### src/rtl/alu_frame_tx.sv
// ============================================================================
// Module   : alu_frame_tx
// Brief    : Buffers 2..MAX_OPS operands and serialises them MSB-first as
//            odd-parity data frames followed by one command frame.
// Revision : 1.0 - initial release
// ============================================================================
`default_nettype none

module alu_frame_tx #(
    parameter int DATA_W  = 8,
    parameter int CMD_W   = 8,
    parameter int MAX_OPS = 9,
    parameter int MIN_OPS = 2
) (
    input  logic                         clk,
    input  logic                         rst_n,
    input  logic                         op_valid,
    output logic                         op_ready,
    input  logic [DATA_W-1:0]            op_data,
    input  logic                         cmd_valid,
    output logic                         cmd_ready,
    input  logic [CMD_W-1:0]             cmd_code,
    output logic                         sout,
    output logic                         sout_en,
    output logic                         busy,
    output logic                         done,
    output logic                         err,
    output logic [$clog2(MAX_OPS+1)-1:0] count
);

    localparam int F     = DATA_W + 2;
    localparam int CNT_W = $clog2(MAX_OPS + 1);
    localparam int PTR_W = (MAX_OPS > 1) ? $clog2(MAX_OPS) : 1;
    localparam int BIT_W = $clog2(F);

    typedef enum logic [1:0] {
        S_IDLE       = 2'd0,
        S_SHIFT_DATA = 2'd1,
        S_SHIFT_CMD  = 2'd2,
        S_DONE       = 2'd3
    } state_t;

    state_t              state_q;
    logic [DATA_W-1:0]   fifo_q [MAX_OPS];
    logic [PTR_W-1:0]    wr_ptr_q;
    logic [PTR_W-1:0]    rd_ptr_q;
    logic [CNT_W-1:0]    count_q;
    logic [CMD_W-1:0]    cmd_q;
    logic [F-1:0]        shift_q;
    logic [BIT_W-1:0]    bits_left_q;
    logic                sout_q;
    logic                sout_en_q;
    logic                busy_q;
    logic                done_q;
    logic                err_q;

    logic                w_idle;
    logic                w_push;
    logic                w_cmd;
    logic [CNT_W-1:0]    w_eff_count;
    logic [DATA_W-1:0]   w_head;
    logic [F-1:0]        w_frame;

    function automatic logic [F-1:0] make_frame(input logic is_cmd,
                                                input logic [DATA_W-1:0] payload);
        return {is_cmd, payload, ~^{is_cmd, payload}};
    endfunction

    function automatic logic [PTR_W-1:0] ptr_inc(input logic [PTR_W-1:0] p);
        return (p == PTR_W'(MAX_OPS - 1)) ? '0 : p + PTR_W'(1);
    endfunction

    assign w_idle      = (state_q == S_IDLE);
    assign w_push      = op_valid && op_ready;
    assign w_cmd       = cmd_valid && cmd_ready;
    assign w_eff_count = count_q + CNT_W'(w_push);
    // An empty FIFO with a same-cycle push makes the incoming word the head.
    assign w_head      = (count_q == '0) ? op_data : fifo_q[rd_ptr_q];
    assign w_frame     = (state_q == S_SHIFT_DATA && count_q == '0)
                         ? make_frame(1'b1, DATA_W'(cmd_q))
                         : make_frame(1'b0, w_head);

    always_ff @(posedge clk) begin
        if (w_push) begin
            fifo_q[wr_ptr_q] <= op_data;
        end
    end

    always_ff @(posedge clk or negedge rst_n) begin
        if (!rst_n) begin
            state_q     <= S_IDLE;
            wr_ptr_q    <= '0;
            rd_ptr_q    <= '0;
            count_q     <= '0;
            cmd_q       <= '0;
            shift_q     <= '0;
            bits_left_q <= '0;
            sout_q      <= 1'b1;
            sout_en_q   <= 1'b0;
            busy_q      <= 1'b0;
            done_q      <= 1'b0;
            err_q       <= 1'b0;
        end else begin
            done_q <= 1'b0;
            err_q  <= 1'b0;
            case (state_q)
                S_IDLE: begin
                    if (w_push) begin
                        wr_ptr_q <= ptr_inc(wr_ptr_q);
                        count_q  <= w_eff_count;
                    end
                    if (w_cmd) begin
                        if (w_eff_count < CNT_W'(MIN_OPS)) begin
                            err_q    <= 1'b1;
                            count_q  <= '0;
                            wr_ptr_q <= '0;
                            rd_ptr_q <= '0;
                        end else begin
                            cmd_q       <= cmd_code;
                            state_q     <= S_SHIFT_DATA;
                            busy_q      <= 1'b1;
                            sout_q      <= w_frame[F-1];
                            sout_en_q   <= 1'b1;
                            shift_q     <= {w_frame[F-2:0], 1'b0};
                            bits_left_q <= BIT_W'(F - 1);
                            rd_ptr_q    <= ptr_inc(rd_ptr_q);
                            count_q     <= w_eff_count - CNT_W'(1);
                        end
                    end
                end
                S_SHIFT_DATA, S_SHIFT_CMD: begin
                    if (bits_left_q != '0) begin
                        sout_q      <= shift_q[F-1];
                        shift_q     <= {shift_q[F-2:0], 1'b0};
                        bits_left_q <= bits_left_q - BIT_W'(1);
                    end else if (state_q == S_SHIFT_CMD) begin
                        state_q   <= S_DONE;
                        sout_q    <= 1'b1;
                        sout_en_q <= 1'b0;
                        busy_q    <= 1'b0;
                        done_q    <= 1'b1;
                    end else begin
                        // Next frame starts on the cycle right after the last bit.
                        sout_q      <= w_frame[F-1];
                        shift_q     <= {w_frame[F-2:0], 1'b0};
                        bits_left_q <= BIT_W'(F - 1);
                        if (count_q != '0) begin
                            rd_ptr_q <= ptr_inc(rd_ptr_q);
                            count_q  <= count_q - CNT_W'(1);
                        end else begin
                            state_q <= S_SHIFT_CMD;
                        end
                    end
                end
                S_DONE: begin
                    state_q  <= S_IDLE;
                    count_q  <= '0;
                    wr_ptr_q <= '0;
                    rd_ptr_q <= '0;
                end
                default: state_q <= S_IDLE;
            endcase
        end
    end

    assign op_ready  = w_idle && (count_q < CNT_W'(MAX_OPS));
    assign cmd_ready = w_idle;
    assign sout      = sout_q;
    assign sout_en   = sout_en_q;
    assign busy      = busy_q;
    assign done      = done_q;
    assign err       = err_q;
    assign count     = count_q;

endmodule

`default_nettype wire

### config.mk
export PLATFORM = sky130hd
export DESIGN_NAME = alu_frame_tx
export DESIGN_NICKNAME = d
export VERILOG_FILES = /design/src/rtl/alu_frame_tx.sv
export SDC_FILE = /design/constraint.sdc
export NUM_CORES = 1
export LEC_CHECK = 0
export CORE_UTILIZATION = 47
export CTS_CLUSTER_DIAMETER = 150
export DETAILED_ROUTE_END_ITERATION = 10
export PLACE_DENSITY_LB_ADDON = 0.05
export SYNTH_ARGS = -nofsm -noshare
export SYNTH_HDL_FRONTEND = slang
export SYNTH_SLANG_ARGS = --single-unit
export TNS_END_PERCENT = 1
### constraint.sdc
create_clock -name clk -period 4.8 [get_ports clk]
set_input_delay 0.72 -clock clk [delete_from_list [all_inputs] [get_ports clk]]
set_output_delay 0.72 -clock clk [all_outputs]
set_load 0.1 [all_outputs]
Word-level counts from Yosys, hierarchy flattened. Memory sizes are Yosys's and may differ from the RTL's. Cells that the tools add are included.

Memory bits (writable): 72. ROM bits: 0. Word-level logic and storage cells: 110. Memories kept: 1. Input port bits: 20. Bits in latches: 0. Register bits: 40.

Memory list: fifo_q (words 9, bits a word 8, read ports 1, clocked after memory_dff 0, wr ports 1, line 44) `logic [DATA_W-1:0] fifo_q [MAX_OPS];`.

Divide/modulo/power cells: 0. Multiply operators: 0. Multiplexer cells: 55. $lt $le $gt $ge: 2. Add/sub/neg operators: 6. Equal/unequal tests: 14. Reduce and logical (&&, ||, !) cells: 20. Shifts and indexed selects: 0. Bitwise logic cells: 1.

Operator list (number): $mux W4 (20); $mux W10 (5); $pmux W4 S3 (2); $pmux W10 S2 (1); $reduce_xnor A9 Y1 (2); $mux W1 (16); $pmux W4 S2 (2); $reduce_and A4 Y1 (4); $sub A4 B1 Y4 const B (3); $mux W2 (5); $ne A2 B2 Y1 const B (5); $add A4 B1 Y4 const B (2); $eq A4 B4 Y1 const B (2); $mux W8 (1); $reduce_bool A4 Y1 (2); $ne A3 B3 Y1 const B (2); $pmux W2 S3 (1); $reduce_and A3 Y1 (2); $reduce_and A5 Y1 (1); $add A4 B1 Y4 (1); $eq A2 B2 Y1 const B (2); $logic_and A1 B1 Y1 (4); $logic_not A4 Y1 (1); $lt A4 B2 Y1 const B (1); 9 further kinds (11).

Longest topological paths before layout. Gate-level depths: netlist of run 1.

Word-level depth: 8. Mapped depth: 16. Depth with buffers taken out: 16.

Worst setup path before layout of run 1. Ideal clock, no wire load.

Kind: reg2reg. Start point: reg state_q[0]. End point: reg shift_q[2]. Setup time: 0.134 ns. Buffers on the path: 1. Cell stages (with the launch flop): 16. Slack: -0.702 ns. Arrival time: 5.368 ns. Data required time: 4.666 ns. Clock period less this slack: 5.502 ns. Cell sequence: dfrtp_1 -> inv_1 -> ha_1 -> inv_1 -> a21oi_1 -> nand2_1 -> inv_1 -> ha_1 -> ha_1 -> and2_1 -> a21oi_1 -> o22ai_1 -> a21oi_2 -> o21ai_1 -> clkbuf_1 -> o21ai_0.

Word-level cells in the longest chain between the ends: 7.

Ends and longest elaborated chain: start: declaration (line 43) `state_t state_q;`; start signal: assignment (line 91) `state_q <= S_IDLE;`; start signal: assignment (line 120) `state_q <= S_SHIFT_DATA;`; start signal: assignment (line 137) `state_q <= S_DONE;`; $logic_not A2 Y1 (line 73) `assign w_idle = (state_q == S_IDLE);`; named net cmd_ready (line 21) `output logic cmd_ready,`; $logic_and A1 B1 Y1 (line 166) `assign op_ready = w_idle && (count_q < CNT_W'(MAX_OPS));`; named net op_ready (line 18) `output logic op_ready,`; $logic_and A1 B1 Y1 (line 74) `assign w_push = op_valid && op_ready;`; $add A4 B1 Y4 (line 76) `assign w_eff_count = count_q + CNT_W'(w_push);`; $lt A4 B2 Y1 (line 113) `if (w_eff_count < CNT_W'(MIN_OPS)) begin`; $ne A2 B2 Y1 (no line); $reduce_and A4 Y1 (no line); end signal: assignment (line 124) `shift_q <= {w_frame[F-2:0], 1'b0};`; end signal: assignment (line 134) `shift_q <= {shift_q[F-2:0], 1'b0};`; end signal: assignment (line 145) `shift_q <= {w_frame[F-2:0], 1'b0};`; end: declaration (line 49) `logic [F-1:0] shift_q;`.

The timed path passes the listed nets, and every way through them passes these cells. The select of a mux whose other input is x is not followed. A chain may end at the register's enable or synchronous reset.

Final worst setup path of run 1.
Start point: reg state_q[1]. End point: reg shift_q[1].

Word-level cells in the longest chain between the ends: 7.

Ends and longest elaborated chain (line): $logic_not A2 Y1 (73, 106); $logic_and A1 B1 Y1 (166); $logic_and A1 B1 Y1 (74); $add A4 B1 Y4 (76); $lt A4 B2 Y1 (113); $ne A2 B2 Y1 (no line); $reduce_and A4 Y1 (no line).

Parallel ways exist; a longest one is shown, timed or not. The select of a mux whose other input is x is not followed.

==> results by group, run 1 <==
Setup path
  – WP data required: 5040 ps
  – Crit path depth: 17
  – CP bufs+invs: 5
  – Crit path to: shift_q[1]$_DFFE_PN0P_
  – CP Launch Type: register
  – Worst path slowest cell: dfrtp_1
  – R2r endpoint: shift_q[1]$_DFFE_PN0P_
  – Crit Path Category: reg -> reg
  – Crit path largest cell delay: 400 ps
  – Worst setup EP type: register
  – Delay-heaviest family, CP: compound AO/OA/AOI/OAI gates
  – Crit path max fanout: 19
  – Depth of the worst register-to-register path: 17
  – Worst EP arrival: 3930 ps
  – Worst setup path start: state_q[1]$_DFFE_PN0P_
  – Startpoint of the worst register-to-register path: state_q[1]$_DFFE_PN0P_
  – Worst-path cell chain: inv_1, ha_1, inv_1, a21oi_2, nand2_1, inv_1, ha_1, ha_1, and2_1, a21oi_1, o22ai_1, a21oi_2, buf_4, o21ai_1, buf_4, mux2i_1, a21oi_1
  – Flop2flop setup slack: 1110 ps

STA
  – Slew Viols, Final: 0
  – Setup violators final: 0
  – Setup TNS: 0 ps
  – Final worst-path setup slack: 1110 ps
  – Hold Violations, Final: 0
  – Slew margin rel.: 28.6%
  – Final Critical Period: 3690 ps
  – Worst Skew: 4.86 ps
  – Fmax: 0.271 GHz
  – RSZ-0062 raised after global routing: false
  – Period Utilization, post-route: 76.8%
  – Tightest Pin Transition: 1070 ps

Cells and area
  – Final core utilization: 55.2%
  – Layout cells sized above 1: 8.86%
  – Final instance area: 6090 sq um
  – Syn-to-layout area delta: 12.0%
  – Layout fillers: 956
  – Nets: 506
  – Antenna diodes: 0

Routing
  – Antenna violation net count after detailed routing: 0
  – Drt total wl: 11.1 mm
  – DR pass1 iterations: 4
  – Via count: 3424
  – Drt initial violations: 211
  – DRC: 0
  – Routed len/inst: 18.1 um
  – Via-to-Cell Ratio: 5.58

Placed design
  – Final GP Congestion: 0.826
  – Port bufs: 30
  – Area after DPL: 5810 sq um
  – Detailed placer's ending HPWL: 7.53 mm
  – Post-place setup slack: 1070 ps

Logic synthesis
  – Synthesized Nets: 481
  – Post-Syn Instances: 444
  – Largest area contributor in the synthesized netlist: edfxtp_1
  – Post-synth top area share: 39.8%
  – Seq/Total Area, Yosys: 57.7%
  – Register bit total from synthesis: 111
  – Number of synthesized flops with an enable pin: 72
  – Distinct cells, synth: 53
  – Post-Syn Area: 5440 sq um
  – Ys async rst share: 35.1%
  – Avg Cell Area, Syn: 12.2 sq um
  – Area contributors post-synth: edfxtp_1 (40%), dfrtp_1 (17%), mux2i_1 (6.6%)
  – Yosys warns: 0
  – Main synth FF type: edfxtp_1

Die
  – I/O pin count: 31
  – Core area: 11000 sq um
  – Area of the die: 12000 sq um
  – Initial Util: 49.3%
  – Die W: 110 um
  – Die H: 110 um
  – Row cnt: 38

Clock network
  – CTS Buf Count: 9
  – CTS tree: done
  – Clock transition at path regs: 70 ps
  – Root buf cell: clkbuf_16
  – Longest Clk Path Bufs: 2
  – CTS HTree Levels: 3
  – Cts hold-fix bufs: 0
  – Post-CTS setup buffer count: 0
  – TritonCTS Sinks: 111
  – Clk_lat worst skew: 350 ps
  – Post-CTS Resized: 0

Global route
  – Gr usage total: 20.7%
  – Via count of the first global-routing pass: 3417
  – Maximum number of pins on one net before global-route repair: 40
  – Total grt overflow: 0
  – Initial antenna violation count: 0
  – First-pass GRT wire length: 18.0 mm

Status
  – Status: completed

Power and ir drop
  – Final total power: 0.00423 W
  – Leak: 2.27 nW
  – Power Density: 695 nW/um^2
  – Peak VDD IR: 0.472 mV

Job
  – Total of max-cap violations: 0

Worst hold path
  – Worst hold path class: in -> async
## synthesized netlist by cell type (all sizes together) (2+ instances only)
library cell	n
edfxtp	72
dfrtp	38
mux2i	36
nand2	36
o21ai	34
nor2	21
inv	19
ha	17
a21oi	14
buf	14
mux2	14
and2	12
nand2b	12
xnor2	12
o22ai	11
o31ai	8
a211oi	7
a22oi	7
nand3	6
o211ai	6
nor3	5
a31oi	4
clkbuf	4
nor2b	4
xor2	4
a21o	3
nor3b	3
nor4b	2
o22a	2
o41ai	2
or2	2
or3	2
## worst reg2reg max path, cell delays in order (launching register included)
cell and delay [ps]:
dfrtp_1 400, inv_1 130, ha_1 290, inv_1 120, a21oi_2 160, nand2_1 170, inv_1 150, ha_1 200
ha_1 230, and2_1 150, a21oi_1 80, o22ai_1 310, a21oi_2 90, buf_4 200, o21ai_1 350, buf_4 290
mux2i_1 210, a21oi_1 50
## flip-flops by register name (all words and copies together), names as in the netlist, 2 cells and up
name	count
fifo_q	72
shift_q	9
cmd_q	8
bits_left_q	4
count	4
rd_ptr_q	4
wr_ptr_q	4
state_q	2
## worst min-delay path by stage
| stage | start | end | slack [ps] | depth (start not counted) |
|---|---|---|---|---|
| finish | rst_n | wr_ptr_q[3]$_DFFE_PN0P_ | 480 | 1 |
| floorplan | rst_n | bits_left_q[0]$_DFFE_PN0P_ | 420 | 0 |
| CTS | shift_q[5]$_DFFE_PN0P_ | shift_q[5]$_DFFE_PN0P_ | 490 | 2 |
| detailed placement | shift_q[5]$_DFFE_PN0P_ | shift_q[5]$_DFFE_PN0P_ | 470 | 2 |
| global placement | shift_q[5]$_DFFE_PN0P_ | shift_q[5]$_DFFE_PN0P_ | 460 | 2 |
| global route | shift_q[2]$_DFFE_PN0P_ | shift_q[2]$_DFFE_PN0P_ | 520 | 2 |
## final cells by class
type | instances | area, sq um | share of cell area (%)
well taps | 140 | 175 | 2.88
clock inverters | 5 | 48.8 | 0.802
inverters | 19 | 71.3 | 1.17
multi-input cells | 296 | 2110 | 34.6
clock buffers | 11 | 233 | 3.82
repair buffers | 32 | 310 | 5.10
flip-flops and latches | 111 | 3140 | 51.6
## through the flow
stage / hold WS (ps) / std cells
floorplan: 424 / 444
global placement: 460 / 598
detailed placement: 469 / 598
CTS: 485 / 614
global route: 522 / 614
finish: 479 / 614
## cells in the final DEF (no fill, tap or decap), types with 9 or more instances in the layout
master	Yosys	final
mux2i_1	36	36
and2_1	12	12
nand2_1	36	36
mux2_2	14	14
a21oi_1	13	12
o21ai_0	32	32
ha_1	17	17
nand2b_1	12	12
edfxtp_1	72	72
o22ai_1	11	11
clkdlybuf4s50_1	0	29
nor2_1	21	21
dfrtp_1	38	37
inv_1	19	19
clkbuf_16	0	9
xnor2_1	12	12
## power breakdown
group | switching (W) | internal (W)
clock | 0.000358 | 0.000365
sequential | 0.000226 | 0.00120
combinational | 0.00125 | 0.000832
## logic make-up (layout without fill, tap and decap cells)
group                      count (synthesis)  after routing  share of synthesized area (%)
AOI/OAI and AO/OA                        103            103                           12.3
xor gates and xnor gates                  16             16                           2.58
adders and majority gates                 17             17                           3.91
buffers and inverters                     37             67                           3.54
DFF                                      111            111                           57.7
muxes                                     50             50                           9.53
and+or+nand+nor                          110            110                           10.4
## layer usage
layer | GRT usage [%] | part of all wire (%)
met4 | 8.10 | 2.1
met3 | 4.15 | 3.1
met2 | 32.8 | 46
met5 | 0 | 0
met1 | 28.0 | 48
(Power assumes the default switching activity.)
==> run 2, diff against run 1 <==
==> constraint.sdc (replaced) <==
create_clock -name clk -period 3.64 [get_ports clk]
set_input_delay 0.546 -clock clk [delete_from_list [all_inputs] [get_ports clk]]
set_output_delay 0.546 -clock clk [all_outputs]
set_load 0.1 [all_outputs]
==> run 2 against run 1 <==
Combinational power increased by 39%. Design area grew 1.2%. Flip-flop and latch count stayed put. Largest power group unchanged. Critical path depth decreased by 2. Final cell count grew 0.49%. Wire length down 0.27%. First-iteration DRC count decreased by 18%. Non-clock buffer count is 3 higher.
==> results by group, run 2 (synthesis results as in run 1) <==
STA
  – Period Utilization, post-route: 86.5% (+9.6 points)
  – Fmax: 0.318 GHz (+17%)
  – RSZ-0062 raised after global routing: false
  – Final worst-path setup slack: 493 ps (-620 ps)
  – Hold Violations, Final: 0 (unchanged)
  – Tightest Pin Transition: 962 ps (-110 ps)
  – Slew Viols, Final: 0 (unchanged)
  – Setup TNS: 0 ps (unchanged)
  – Final Critical Period: 3150 ps (-540 ps)
  – Setup violators final: 0 (unchanged)
  – Worst Skew: 11.0 ps (+6.17 ps)
  – Slew margin rel.: 35.7% (+7.1 points)

Setup path
  – Crit Path Category: reg -> reg
  – Worst EP arrival: 3440 ps (-490 ps)
  – WP data required: 3940 ps (-1100 ps)
  – Crit path max fanout: 7 (-12)
  – Worst setup EP type: register
  – CP Launch Type: register

Status
  – Status: completed

Cells and area
  – Multi-input gate area: 2150 sq um (+1.8%)
  – Max reg flops: 72 (unchanged)
  – Layout cells sized above 1: 12.2% (+3.3 points)
  – Biggest registers after layout: fifo_q (72), shift_q (9), cmd_q (8)
  – Largest Register: fifo_q
  – Commonest non-fill, non-tap cell in the layout: edfxtp_1
  – FF/Latch Area: 3150 sq um (+0.40%)
  – Nets: 509 (+0.59%)
  – Syn-to-layout area delta: 13.3%
  – Layout fillers: 937 (-2.0%)
  – Antenna diodes: 0 (unchanged)
  – Most frequent cells in the layout: edfxtp_1 (72), mux2i_1 (36), nand2_1 (35)

Clock network
  – Clock transition at path regs: 80 ps (about the same)
  – CTS tree: done
  – CTS Buf Count: 9 (unchanged)
  – CTS HTree Levels: 3 (unchanged)
  – Cts hold-fix bufs: 0 (unchanged)
  – Longest Clk Path Bufs: 2 (unchanged)
  – Post-CTS setup buffer count: 0 (unchanged)
  – Clk_lat worst skew: 360 ps (about the same)
  – Root buf cell: clkbuf_16
  – TritonCTS Sinks: 111 (unchanged)
  – Post-CTS Resized: 0 (unchanged)

Global route
  – Gr usage total: 20.3% (-0.35 points)
  – Initial antenna violation count: 0 (unchanged)
  – Maximum number of pins on one net before global-route repair: 40 (unchanged)
  – First-pass GRT wire length: 17.5 mm (-2.7%)
  – Total grt overflow: 0 (unchanged)
  – Via count of the first global-routing pass: 3283 (-3.9%)

Routing
  – Antenna violation net count after detailed routing: 0 (unchanged)
  – Via count: 3391 (-0.96%)
  – Routed len/inst: 17.9 um (-0.76%)
  – Via-to-Cell Ratio: 5.50 (-1.4%)
  – Drt total wl: 11.1 mm (-0.27%)
  – DR pass1 iterations: 4 (unchanged)
  – Drt initial violations: 173 (-18%)
  – DRC: 0 (unchanged)

Power and ir drop
  – Leak: 2.28 nW (+0.50%)
  – Power Density: 920 nW/um^2 (+32%)
  – Peak VDD IR: 0.588 mV (+25%)

Worst hold path
  – Worst hold path class: in -> async

Die
  – Core area: 11000 sq um (unchanged)
  – Row cnt: 38 (unchanged)
  – Die W: 110 um (unchanged)
  – Area of the die: 12000 sq um (unchanged)
  – I/O pin count: 31 (unchanged)
  – Die H: 110 um (unchanged)
  – Initial Util: 49.3% (unchanged)

Placed design
  – Post-place setup slack: 480 ps (-592 ps)
  – Final GP Congestion: 0.782 (-5.3%)
  – Port bufs: 30 (unchanged)
  – Detailed placer's ending HPWL: 7.55 mm (+0.32%)

Job
  – Total of max-cap violations: 0 (unchanged)
==> run 2: changes by cell type in the layout (fill, tap and decap cells not counted), sizes merged <==
| cell | before | now |
|---|---|---|
| clkbuf | 11 | 10 |
| clkdlybuf4s50 | 29 | 27 |
| clkinv | 1 | 2 |
| buf | 3 | 8 |
==> run 2: where the power goes <==
part           internal [W]  leakage [nW]  switching (W)
clock network      0.000471         0.133       0.000465
logic               0.00116          1.02        0.00173
registers           0.00160          1.13       0.000241
total               0.00323          2.28        0.00244
==> run 2: metrics by stage <==
step                utilization, %  power (W)  area, sq um  instances  hold slack, ps
floorplan                        -    0.00412         5490        444             250
global route                  55.8    0.00606         6160        617             376
CTS                           55.8    0.00570         6160        617             345
global placement              53.4    0.00471         5890        601             459
detailed placement            53.4    0.00476         5890        601             465
finish                        55.8    0.00566         6160        617             318
==> run 2: final timing paths <==
| kind | startpoint | to | slack (ps) | depth (start not counted) |
|---|---|---|---|---|
| worst max-delay path | count[1]$_DFFE_PN0P_ | wr_ptr_q[2]$_DFFE_PN0P_ | 490 | 15 |
| worst max register to register | count[1]$_DFFE_PN0P_ | wr_ptr_q[2]$_DFFE_PN0P_ | 490 | 15 |
| worst min-delay path | rst_n | wr_ptr_q[3]$_DFFE_PN0P_ | 320 | 1 |
| min in group clk | shift_q[8]$_DFFE_PN0P_ | shift_q[8]$_DFFE_PN0P_ | 480 | 2 |
| max in group asynchronous | rst_n | count[0]$_DFFE_PN0P_ | 2660 | 1 |
| worst min register to register | shift_q[8]$_DFFE_PN0P_ | shift_q[8]$_DFFE_PN0P_ | 480 | 2 |
==> run 2: worst max-delay path, stage by stage (launching register included) <==
cell and delay, ps:
dfrtp_4 460, inv_1 70, ha_1 200, nand2b_1 150, a21oi_4 80, nand2_2 130
inv_2 70, ha_1 210, ha_2 200, and2_1 170, a21oi_2 170, o22ai_2 120
a31oi_2 260, o21ai_0 200, or4_1 510, nand3_1 90
==> run 2: metal layers <==
| metal | GRT usage (%) | up-vias | share of wire (%) |
|---|---|---|---|
| met5 | 0 | - | 0 |
| met4 | 7.33 | 0 | 2.4 |
| met3 | 5.87 | 16 | 3.5 |
| met2 | 31.8 | 60 | 47 |
| met1 | 26.9 | 1625 | 47 |
| li1 | - | 1690 | - |
==> run 2: final cells by class <==
cell class | instances | area share (%)
flip-flops and latches | 111 | 51.2
multi-input cells | 296 | 34.9
repair buffers | 35 | 5.53
clock buffers | 10 | 3.72
well taps | 140 | 2.84
inverters | 19 | 1.16
clock inverters | 6 | 0.691
==> edit 1: new RTL, flow settings as in run 2 <==
The 4 states of `state_t` get a one-hot encoding in 4 bits.
--- a/src/rtl/alu_frame_tx.sv
+++ b/src/rtl/alu_frame_tx.sv
@@ -33,11 +33,11 @@
     localparam int PTR_W = (MAX_OPS > 1) ? $clog2(MAX_OPS) : 1;
     localparam int BIT_W = $clog2(F);
 
-    typedef enum logic [1:0] {
-        S_IDLE       = 2'd0,
-        S_SHIFT_DATA = 2'd1,
-        S_SHIFT_CMD  = 2'd2,
-        S_DONE       = 2'd3
+    typedef enum logic [3:0] {
+        S_IDLE       = 4'b0001,
+        S_SHIFT_DATA = 4'b0010,
+        S_SHIFT_CMD  = 4'b0100,
+        S_DONE       = 4'b1000
     } state_t;
 
     state_t              state_q;
Check against the original RTL: same outputs for any inputs over 10 cycles, from zero or initial values and one cycle with rst_n low; not proved beyond that.
==> edit 1 against run 2 <==
  * Setup slack worse by 130 ps
  * Wire length is 5.6% higher
  * Synthesized area is 0.30% lower
  * Power is 11% higher
  * Critical path type unchanged
  * Sequential cell count is 2 higher
  * Cell count is 2.6% higher
  * Cell area is 5.7% higher
  * Sequential share of layout area is 2.1 points lower
==> edit 1: results (changes against run 2) <==
run_status:
  run_status: "finished clean"
cells_and_area:
  layout-drive-gt1-share: 0.138  # +0.0163
  reg_top3: "fifo_q: 72 flops, shift_q: 9 flops, cmd_q: 8 flops"
  diodes: 0  # unchanged
  top_register: "fifo_q"
  layout.nets: 512  # +0.59%
synthesis:
  yosys_warnings: 0  # unchanged
  seq_area_frac_synth: 0.589  # +0.0112
  synth_cell_type_count: 55  # +3.8%
  synth_xor_area_frac: 0.0275  # +0.00169
  synth_edf_count: 72  # unchanged
  netlist_top_cells_count: "edfxtp_1, dfrtp_1, mux2i_1"
  synth_area_leaders: "edfxtp_1, dfrtp_1, mux2i_1, ha_1, o22ai_1"
  async_flop_share: 0.363  # +0.0115
  synthAdderAreaFrac: 0.0277  # -0.0114
  synth_fp_nets: 473  # -1.7%
  avgSynthCellArea_um2: 12.3  # +0.38%
  synth-compound-area-share: 0.121  # -0.00148
  synthMuxAreaShare: 0.0958  # +0.000517
sta:
  tightest_slew_ps: 971  # +9.39 ps
  clock_skew_ps: 9.75  # -1.27 ps
clock_tree:
  post-cts-setup-buffers: 0  # unchanged
  cts_buffers: 17  # +8
  clockBufferDepth: 2  # unchanged
  cts_max_level: 4  # +1
  clk_latency_ps: 410  # +50 ps
  clk_pin_slew_worst_paths_ps: 50  # -30 ps
pwr:
  leakage_nw: 2.49  # +8.9%
  ir_worst_vdd_mv: 0.658  # +12%
critical_path:
  crit_fanout: 8  # +1
  cp_data_arrival_time_ps: 3550  # +110 ps
place:
  port_buffers: 30  # unchanged
  gp_congestion: 0.796  # +1.8%
  placed_cell_area_mm2: 0.00589  # about the same
  place_ws_ps: 436  # -43.7 ps
  dp_hpwl_mm: 7.79  # +3.2%
route:
  wl_per_cell_um: 18.5  # +3.0%
  drt_iter0_drc: 246  # +42%
  first_pass_iters: 5  # +1
  viasPerCell: 5.58  # +1.6%
grt:
  first_global_vias: 3536  # +7.7%
  antenna_found_initial: 0  # unchanged
  grt_use_total: 0.213  # +0.00995
  grt_first_pass_wirelength_mm: 18.5  # +5.7%
  grt_max_degree: 42  # +5.0%
  overflow: 0  # unchanged
worst_hold_path:
  min_path_type: "in2async"
[edit 1: cell types whose count changed after synthesis, moves of 6 or more]
cell / change
o211ai_1: -6
nor2_1: +6
mux2_1: +10
mux2_2: -13
a21oi_1: -6
o21ai_1: +13
o22ai_1: +11
o21ai_0: -23
[edit 1: path summary, 6_finish.rpt]
| path | end | from | cells after the start | slack (ps) |
|---|---|---|---|---|
| worst min register to register | sout$_DFFE_PN1P_ | sout$_DFFE_PN1P_ | 2 | 490 |
| worst max-delay path | rd_ptr_q[3]$_DFFE_PN0P_ | state_q[0]$_DFFE_PN1P_ | 13 | 370 |
| max in group asynchronous | rd_ptr_q[0]$_DFFE_PN0P_ | rst_n | 1 | 2720 |
| worst max register to register | rd_ptr_q[3]$_DFFE_PN0P_ | state_q[0]$_DFFE_PN1P_ | 13 | 370 |
| min in group clk | sout$_DFFE_PN1P_ | sout$_DFFE_PN1P_ | 2 | 490 |
| worst min-delay path | cmd_q[4]$_DFFE_PN0P_ | rst_n | 1 | 270 |
[edit 1: power by group]
| group | internal [mW] | total (mW) | switching, mW |
|---|---|---|---|
| clock network | 1.14 | 1.73 | 0.590 |
| logic | 1.09 | 2.68 | 1.59 |
| registers | 1.63 | 1.90 | 0.266 |
[edit 1: layout make-up]
class	instances	area (um^2)
fillers	894	4520
repair buffers	37	355
clock buffers	18	429
multi-input cells	291	2090
flip-flops and latches	113	3200
inverters	20	75.1
clock inverters	14	190
well taps	140	175
[edit 1: critical path: stages, from the launching register on]
cell      delay [ps]
dfstp_2          600
or4b_4           540
a21oi_4          140
nand2_1          100
inv_2             80
ha_1             210
ha_1             220
and2_1           140
a31oi_1          120
or2_2            360
a21boi_1         270
a221oi_1          90
o21ai_1          170
o41ai_1          100
[edit 1: logic make-up after synthesis]
logic type / Yosys count
and+or+nand+nor: 115
DFF: 113
AOI/OAI and AO/OA: 98
muxes: 49
buffers and inverters: 37
xor gates and xnor gates: 17
adders and majority gates: 12
[edit 1: stage by stage]
stage	hold slack [ps]	setup TNS [ps]	power [mW]	std cells
finish	273	0	6.31	633
floorplan	250	-11.1	3.98	441
CTS	311	0	6.35	633
detailed placement	485	0	4.60	601
global placement	472	0	4.57	601
global route	355	0	6.72	633
[edit 1: routing by layer]
layer,GRT usage,part of all wire
met1,0.298,0.48
met2,0.323,0.47
met3,0.0569,0.037
met4,0.0714,0.0086
met5,0,0
==> edit 2: new RTL, flow settings as in run 2 <==
Made on the original files. The parameter `MAX_OPS` goes from 9 to 11.
--- a/src/rtl/alu_frame_tx.sv
+++ b/src/rtl/alu_frame_tx.sv
@@ -9,7 +9,7 @@
 module alu_frame_tx #(
     parameter int DATA_W  = 8,
     parameter int CMD_W   = 8,
-    parameter int MAX_OPS = 9,
+    parameter int MAX_OPS = 11,
     parameter int MIN_OPS = 2
 ) (
     input  logic                         clk,
Check against the original RTL: same outputs for any inputs over 4 cycles, from zero or initial values and one cycle with rst_n low; that may be too few to reach the edited logic, so the function may still have changed.
==> edit 2 against run 2 <==
  * Count of clock-buffer cells in the layout grew 8
  * Wire length grew 13%
  * Cell area grew 15%
  * Sequential cell count grew 16
  * Sequential power grew 8%
  * Synthesized cell count grew 7.7%
  * Synthesized area grew 12%
  * Setup slack lost 170 ps
  * Critical endpoint is now bits_left_q[3]$_DFFE_PN0P_
  * Power grew 18%
  * Via count grew 11%
  * Die area grew 11%
==> edit 2: results (changes against run 2) <==
synthesis:
  netlist_top_cells_count: "edfxtp_1, mux2i_1, dfrtp_1"
  synth_edf_count: 88  # +22%
  synthMuxAreaShare: 0.101  # +0.00548
  synth_area_leaders: "edfxtp_1, dfrtp_1, mux2i_1, ha_1, mux2_2"
  synth_cell_type_count: 54  # +1.9%
  avgSynthCellArea_um2: 12.7  # +3.7%
  async_flop_share: 0.307  # -0.0443
  seq_area_frac_synth: 0.596  # +0.0187
run_status:
  run_status: "finished clean"
cells_and_area:
  finalNonFillerCells: 702  # +14%
  layout.nets: 551  # +8.3%
  fillers: 1065  # +14%
  reg_top3: "fifo_q: 88 flops, shift_q: 9 flops, cmd_q: 8 flops"
  layout-drive-gt1-share: 0.164  # +0.0426
critical_path:
  crit_fanout: 26  # +19
  cp_slowest_cell: "dfrtp_1"
  rrSetupSlack_ps: 320  # -170 ps
  crit_family: "compound AO/OA/AOI/OAI gates"
  cp_data_arrival_time_ps: 3620  # +180 ps
  slowest_delay_ps: 410  # -100 ps
clock_tree:
  clk_pin_slew_worst_paths_ps: 60  # -20 ps
  cts_max_level: 4  # +1
  clk_latency_ps: 420  # +60 ps
place:
  dp_hpwl_mm: 8.39  # +11%
  place_ws_ps: 296  # -184 ps
  gp_congestion: 0.863  # +10%
  placed_cell_area_mm2: 0.00652  # +11%
route:
  wl_met3_um: 370  # -5.4%
  first_pass_iters: 7  # +3
  vias: 3763  # +11%
  drt_iter0_drc: 230  # +33%
  wl_met2_mm: 5.83  # +13%
  wl_mm: 12.5  # +13%
sta:
  clock_skew_ps: 6.74  # -4.29 ps
  tightest_slew_ps: 970  # +8.45 ps
pwr:
  ir_worst_vdd_mv: 0.526  # -11%
  powerDensity_mw_per_mm2: 946  # +2.9%
grt:
  grt_first_pass_wirelength_mm: 20.0  # +15%
  grt_use_met2: 0.314  # -0.00389
  groute.layer.met1.usage: 0.286  # +0.0172
  first_global_vias: 3742  # +14%
  met3_usage: 0.0528  # -0.00586
==> edit 2: layout make-up <==
cell class                 instances  area (um^2)  share of cell area
sequential                       127         3630               0.511
multi-input combinational        312         2220               0.313
clock buffer                      18          429              0.0605
timing repair buffer              42          393              0.0554
tap                              172          215              0.0304
clock inverter                    14          145              0.0205
inverter                          17         63.8             0.00900
==> edit 2: path summary, 6_finish.rpt <==
path,startpoint,end,cells past startpoint
setup / recovery,state_q[0]$_DFFE_PN0P_,bits_left_q[3]$_DFFE_PN0P_,16
hold / removal,rst_n,cmd_q[4]$_DFFE_PN0P_,1
setup reg to reg,state_q[0]$_DFFE_PN0P_,bits_left_q[3]$_DFFE_PN0P_,16
hold reg to reg,sout$_DFFE_PN1P_,sout$_DFFE_PN1P_,2
max in group asynchronous,rst_n,count[0]$_DFFE_PN0P_,1
min in group clk,sout$_DFFE_PN1P_,sout$_DFFE_PN1P_,2
